[src/rtl/pp_pkg.sv]
// Shared widths, encodings and FSM state type for the partial-product lane scheduler.
package pp_pkg;

  localparam int unsigned IMG_W = 8;
  localparam int unsigned WGT_W = 4;
  localparam int unsigned EXP_W = 6;
  localparam int unsigned DPP_W = 4;

  localparam logic [2:0] WGT_ZERO_EXP = 3'b111;

  typedef enum logic [1:0] {
    IDLE,
    SCAN,
    EMIT
  } state_e;

endpackage

[src/rtl/pp_lane_compute.sv]
// Combinational per-lane partial product: denormalized mantissa and product exponent.
module pp_lane_compute
  import pp_pkg::*;
(
  input  logic [IMG_W-1:0] img,
  input  logic [WGT_W-1:0] wgt,
  output logic [DPP_W-1:0] denorm,
  output logic [EXP_W-1:0] lane_exp
);

  logic is_zero;

  always_comb begin
    // Negative zero images (sign set, rest clear) are zero as well.
    is_zero = (img[6:0] == 7'd0) || (wgt[2:0] == WGT_ZERO_EXP);
    if (is_zero) begin
      denorm   = '0;
      lane_exp = '0;
    end else begin
      denorm   = {img[7] ^ wgt[3], 1'b1, img[1:0]};
      lane_exp = {1'b0, img[6:2]} + {3'b000, wgt[2:0]};
    end
  end

endmodule

[src/rtl/pp_lane_scheduler.sv]
// Two-pass lane scheduler: SCAN finds the group max exponent, EMIT streams aligned PPs.
module pp_lane_scheduler
  import pp_pkg::*;
#(
  parameter  int LANES  = 9,
  localparam int LANE_W = $clog2(LANES)
) (
  input  logic                    clk,
  input  logic                    rst_n,
  input  logic                    in_valid,
  output logic                    in_ready,
  input  logic [LANES*8-1:0]      in_images,
  input  logic [LANES*4-1:0]      in_weights,
  output logic                    pp_valid,
  input  logic                    pp_ready,
  output logic [3:0]              pp_denorm,
  output logic [5:0]              pp_exp,
  output logic [5:0]              pp_shift,
  output logic [LANE_W-1:0]       pp_lane,
  output logic                    pp_last,
  output logic [5:0]              group_max_exp
);

  localparam logic [LANE_W-1:0] LAST_LANE = LANE_W'(LANES - 1);

  state_e                 state_q, state_d;
  logic [LANE_W-1:0]      lane_q, lane_d;
  logic [LANES*IMG_W-1:0] img_q, img_d;
  logic [LANES*WGT_W-1:0] wgt_q, wgt_d;
  logic [EXP_W-1:0]       max_q, max_d;

  logic [IMG_W-1:0]       sel_img;
  logic [WGT_W-1:0]       sel_wgt;
  logic [DPP_W-1:0]       lane_denorm;
  logic [EXP_W-1:0]       lane_exp;
  logic                   emit;
  logic                   at_last;

  always_comb begin
    sel_img = '0;
    sel_wgt = '0;
    for (int unsigned k = 0; k < LANES; k++) begin
      if (lane_q == LANE_W'(k)) begin
        sel_img = img_q[k*IMG_W +: IMG_W];
        sel_wgt = wgt_q[k*WGT_W +: WGT_W];
      end
    end
  end

  // One compute unit shared by both passes via the lane mux.
  pp_lane_compute u_compute (
    .img      (sel_img),
    .wgt      (sel_wgt),
    .denorm   (lane_denorm),
    .lane_exp (lane_exp)
  );

  assign emit    = (state_q == EMIT);
  assign at_last = (lane_q == LAST_LANE);

  always_comb begin
    state_d = state_q;
    lane_d  = lane_q;
    img_d   = img_q;
    wgt_d   = wgt_q;
    max_d   = max_q;
    unique case (state_q)
      IDLE: begin
        if (in_valid) begin
          img_d   = in_images;
          wgt_d   = in_weights;
          lane_d  = '0;
          max_d   = '0;
          state_d = SCAN;
        end
      end
      SCAN: begin
        if (lane_exp > max_q) max_d = lane_exp;
        if (at_last) begin
          lane_d  = '0;
          state_d = EMIT;
        end else begin
          lane_d = lane_q + 1'b1;
        end
      end
      EMIT: begin
        if (pp_ready) begin
          if (at_last) begin
            lane_d  = '0;
            state_d = IDLE;
          end else begin
            lane_d = lane_q + 1'b1;
          end
        end
      end
      default: state_d = IDLE;
    endcase
  end

  always_ff @(posedge clk) begin
    if (!rst_n) begin
      state_q <= IDLE;
      lane_q  <= '0;
      img_q   <= '0;
      wgt_q   <= '0;
      max_q   <= '0;
    end else begin
      state_q <= state_d;
      lane_q  <= lane_d;
      img_q   <= img_d;
      wgt_q   <= wgt_d;
      max_q   <= max_d;
    end
  end

  // Beat fields are gated so they read zero whenever no beat is offered.
  always_comb begin
    in_ready      = (state_q == IDLE);
    pp_valid      = emit;
    pp_denorm     = emit ? lane_denorm : '0;
    pp_exp        = emit ? lane_exp : '0;
    pp_shift      = emit ? (max_q - lane_exp) : '0;
    pp_lane       = emit ? lane_q : '0;
    pp_last       = emit && at_last;
    group_max_exp = max_q;
  end

endmodule

[config.mk]
export PLATFORM = sky130hd
export DESIGN_NAME = pp_lane_scheduler
export DESIGN_NICKNAME = d
export VERILOG_FILES = /design/src/rtl/pp_pkg.sv /design/src/rtl/pp_lane_compute.sv /design/src/rtl/pp_lane_scheduler.sv
export SDC_FILE = /design/constraint.sdc
export NUM_CORES = 1
export LEC_CHECK = 0
export ABC_AREA = 1
export CAP_MARGIN = 20
export CORE_UTILIZATION = 30
export DETAILED_ROUTE_END_ITERATION = 7
export GPL_TIMING_DRIVEN = 0
export PLACE_DENSITY_LB_ADDON = 0.2
export SLEW_MARGIN = 25
export SYNTH_ARGS = -nofsm -noshare
export SYNTH_HDL_FRONTEND = slang
export SYNTH_SLANG_ARGS = --single-unit
[constraint.sdc]
create_clock -name clk -period 8.1 [get_ports clk]
set_input_delay 2.43 -clock clk [delete_from_list [all_inputs] [get_ports clk]]
set_output_delay 2.43 -clock clk [all_outputs]
set_load 0.01 [all_outputs]
Word-level counts from Yosys, hierarchy flattened
Index checks and enable logic that the tools add are counted.

operators by class
  $lt $le $gt $ge = 1
  bitwise logic cells = 1
  equality and inequality tests = 16
  reduce and logical (&&, ||, !) cells = 11
  add/subtract/negate cells = 3
  mux-type cells = 36

operators with widths
  kind                   count
  $mux W8                9
  $mux W4                15
  $mux W6                5
  $eq A4 B3 Y1 const B   4
  $pmux W4 S3            1
  $pmux W6 S2            1
  $eq A4 B2 Y1 const B   2
  $mux W2                4
  $ne A2 B2 Y1 const B   4
  $logic_not A7 Y1       1
  $add A5 B3 Y6          1
  $gt A6 B6 Y1           1
  $pmux W2 S3            1
  $reduce_and A3 Y1      2
  $sub A6 B6 Y6          1
  $add A4 B1 Y4 const B  1
  $eq A4 B1 Y1 const B   1
  $eq A4 B4 Y1 const B   1
  $logic_not A4 Y1       1
  $reduce_and A4 Y1      1
  $eq A3 B3 Y1 const B   1
  $reduce_bool A3 Y1     1
  $eq A2 B1 Y1 const B   1
  $eq A2 B2 Y1 const B   1
  7 further kinds        7

word-level totals
  output and inout port bits = 29
  flip-flop bits (word level) = 120

Depth between registers and ports, before layout
  word-level depth = 16
  mapped depth = 32
  mapped depth without buffers = 32

Modules after synthesis
A second synthesis with hierarchy kept.

unflattened totals
  cell total of the unflattened synthesis = 943
  area, all modules = 6125.9 um^2

modules (own cells, without submodules)
  module             seq. area each (um^2)  instances  cells each  area each (um^2)
  pp_lane_scheduler  2402.3                 1          892         5855.6
  pp_lane_compute    0.0                    1          51          270.3

Worst setup path before layout
No wires, ideal clock.

  kind = reg2out
  from = register lane_q[0]
  to = output pp_shift[5]
  required time = 5.670 ns
  arrival time = 3.526 ns
  stages on the path, launching flop included = 25
  path slack = 2.144 ns
  path buffers = 1
  cell sequence = dfxtp_1 -> inv_1 -> ha_1 -> inv_1 -> nor3_4 -> inv_2 -> buf_2 -> o21ai_1 -> inv_1 -> ha_1 -> fa_1 -> xnor2_1 -> inv_1 -> nand2_1 -> ha_1 -> nand2_1 -> nor2_1 -> a211oi_1 -> inv_1 -> nand2_1 -> inv_1 -> nor2_1 -> o21bai_1 -> o21ai_0 -> a21oi_1

between the ends
  word-level cells in the longest chain between the ends = 15

RTL lines
  element                                                                 line                      source
  start, declared                                                         pp_lane_scheduler.sv:27   logic [LANE_W-1:0] lane_q, lane_d;
  start signal, assigned                                                  pp_lane_scheduler.sv:109  lane_q <= lane_d;
  parallel branches: the longest is 12 deep, another holds $add A5 B3 Y6  n/a
  $mux W6 *                                                               pp_lane_compute.sv:16     if (is_zero) begin
  $sub A6 B6 Y6 *                                                         pp_lane_scheduler.sv:122  pp_shift = emit ? (max_q - lane_exp) : '0;
  $mux W6 *                                                               pp_lane_scheduler.sv:122
  end, declared                                                           pp_lane_scheduler.sv:18   output logic [5:0] pp_shift,

Mark *: on every way between the ends.

Worst setup path after layout
Ends and elaborated chain as after synthesis.

==> metrics <==
Final Cycle Share=92.84%; EDFF count, synth=0; htree depth=4; PortBufs=140; setup TNS=0 ns; r2r setup slk=3.38 ns; vias per cell=4.472; Post-CTS Setup Bufs=0; synth unique cells=44; area leader, netlist=dfxtp_1; remaining antenna violation count after routing=0; pwr/cell area=roughly 350 nW/µm²; DRT iter0 DRCs=364; total wire length=18,690 µm; Critical Path AT=5.09 ns; Worst setup SP type=flop; Synth area leaders=dfxtp_1, nor2_1, o21ai_0; Initial Utilization=30.68%; Multi-input gate area=3328 µm²; Initial DRT Pass Iterations=5; Reg-to-Reg End=group_max_exp[5]$_SDFFE_PN0P_; clk buf depth=2; post-synthesis register bit count=120; Min-Delay Path Class=flop to flop; hold path cells=2; Slew headroom=38.48%; clk slew on worst S/H paths=0.06 ns; final net count=1,212; area grow syn2layout=38.11%; first-pass GRT wire length=29,810 µm; final worst path period need=7.520 ns; die area=21,270 µm²; fin cells=1,363; worst slew pin tran=0.9228 ns; post-CTS sizing=0; Synth Net Count=1,053; Synth top cells by count=nor2_1, nand2_1, o21ai_0; reg2reg start=lane_q[0]$_SDFFE_PN0P_; Max Cap Viol=0; Max VDD drop=approximately 0.16 mV; Core ar.=about 20,000 µm²; run status=finished, final reports clean; Overflow after GRT=0; RSZ-0062 raised after global routing=no; CTS tree=built; # IOs=around 140; overall routing resource usage=a little under a fifth; post-route total power=around 3.0 mW; Post-Syn Area=between 6000 and 7000 µm²; Synth top area share=just under 40%; final core occ=42.38%; Worst Path Required=5.67 ns; chip height=145.9 µm; WS Path Type=flop to primary output; CP Capture Type=primary output; share of cells above drive strength 1=between 7 and 8%; Reg2Reg Depth=23; clock root buffer=clkbuf_16; Post-synth ARST share=0%; TritonCTS Buffers=17; pin count of the biggest net entering global routing=17; initial antenna violation count=0; Storage cell area=between 2000 and 2500 µm²; static leakage=3.673 nW; Horiz. Die Dim=145.9 µm; top-count cell post-synth=nor2_1; sequential-to-total area share from yosys stat=roughly 39%; row cnt=52; WHS=0.4631 ns; antenna fix cells=0; Mapped Cells=a little over 900; Hold Vio Cnt, Final=0; number of hold buffers added after cts=0; yosys warns=0; Layout fillers=2,130; Hold Path End=img_q[67]$_SDFFE_PN0P_; Avg Cell Area, Syn=6.741 µm²; post-route clock skew=~0.0041 ns; vias in the first global route=5,826; Slew Limit Fails=0; Worst-Skew Late Latency=0.42 ns; worst-path fanout max=10; highest clock rate=about 130 MHz; hold wc startpoint=img_q[67]$_SDFFE_PN0P_; via count=just over 6,000; top_reg_cell synth=dfxtp_1; # DRC=0; placed cells=around 1,300; routed len/inst=13.71 µm; final weighted congestion of routability-driven global placement=0.8151; Clock Sinks=120; setup violators final=0; hpwl dp=14,680 µm
-- cells in the final DEF, fill, tap and decap left out, types with 9 or more instances in the layout --
cell             synthesis  final
clkbuf_1                31     32
clkdlybuf4s50_1          0    140
inv_1                   57     57
o21ai_0                122    122
clkbuf_16                0     17
nand2_1                150    150
dfxtp_1                120    120
nand3_1                 47     47
ha_1                    18     18
nor2_1                 251    251
nand4_1                  9      9
a21oi_1                 22     22
-- worst max-delay path by stage --
stage                                 startpoint     endpoint  depth (start not counted)
after floorplan           lane_q[0]$_SDFFE_PN0P_  pp_shift[5]                         24
after global placement    lane_q[0]$_SDFFE_PN0P_  pp_shift[5]                         25
after detailed placement  lane_q[0]$_SDFFE_PN0P_  pp_shift[5]                         25
after CTS                 lane_q[0]$_SDFFE_PN0P_  pp_shift[5]                         25
after global routing      lane_q[0]$_SDFFE_PN0P_  pp_shift[5]                         30
final                     lane_q[0]$_SDFFE_PN0P_  pp_shift[5]                         25
-- cell families after synthesis --
group	Yosys count	share of synthesized area, %
AO/OA/AOI/OAI	162	13.62
XOR/XNOR	1	0.1411
adder cells (fa/ha/maj)	20	4.273
AND/OR/NAND/NOR	503	35.57
flip-flops	120	38.69
buffers and inverters	115	7.699
-- through the flow --
stage | setup WS [ns] | instance area [µm²]
3_3_place_gp | 1.010 | 7948
6_report | 0.5802 | 8574
5_1_grt | 0.1799 | 8574
2_1_floorplan | 2.144 | 6208
3_5_place_dp | 1.034 | 7948
4_1_cts | 0.5549 | 8574
-- per-layer routing --
metal / GRT usage [%] / vias to the layer above / share of wire [%]
met5: 0 / - / 0
met4: 6.474 / 0 / 1.5
met3: 2.978 / 15 / 3.6
met2: 29.64 / 137 / 46
met1: 23.99 / 2680 / 49
li1: - / 3263 / -
-- critical path, stage by stage (launching register included) --
cell and delay (ns):
dfxtp_1 0.38, inv_1 0.11, ha_1 0.28, inv_1 0.16
nor3_4 0.38, inv_2 0.17, buf_2 0.25, o21ai_1 0.23
inv_1 0.07, ha_1 0.21, fa_1 0.42, xnor2_1 0.16
inv_1 0.07, nand2_1 0.08, ha_1 0.33, nand2_1 0.06
nor2_1 0.09, a211oi_1 0.05, inv_1 0.07, nand2_1 0.05
inv_1 0.06, nor2_1 0.04, o21bai_1 0.15, o21ai_0 0.09
a21oi_1 0.15, clkdlybuf4s50_1 0.55
-- power by group --
group / switching, mW / leakage (nW) / internal (mW)
Combinational: 0.861 / 2.37 / 0.527
Clock: 0.268 / 0.316 / 0.530
Sequential: 0.0895 / 0.992 / 0.751
Total: 1.22 / 3.67 / 1.81
-- flip-flops by register name (all words and copies together) (netlist names) --
| name | count |
|---|---|
| group_max_exp | 6 |
| img_q | 72 |
| lane_q | 4 |
| state_q | 2 |
| wgt_q | 36 |
-- cell type report --
type	instances	share of cell area, %
Clock inverter	8	1.342
Sequential cell	120	28.02
Clock buffer	24	5.968
Tap cell	270	3.940
Inverter	69	3.079
Buffer	46	2.495
Timing Repair Buffer	140	16.34
Multi-Input combinational cell	686	38.82
(Power assumes the default switching activity.)
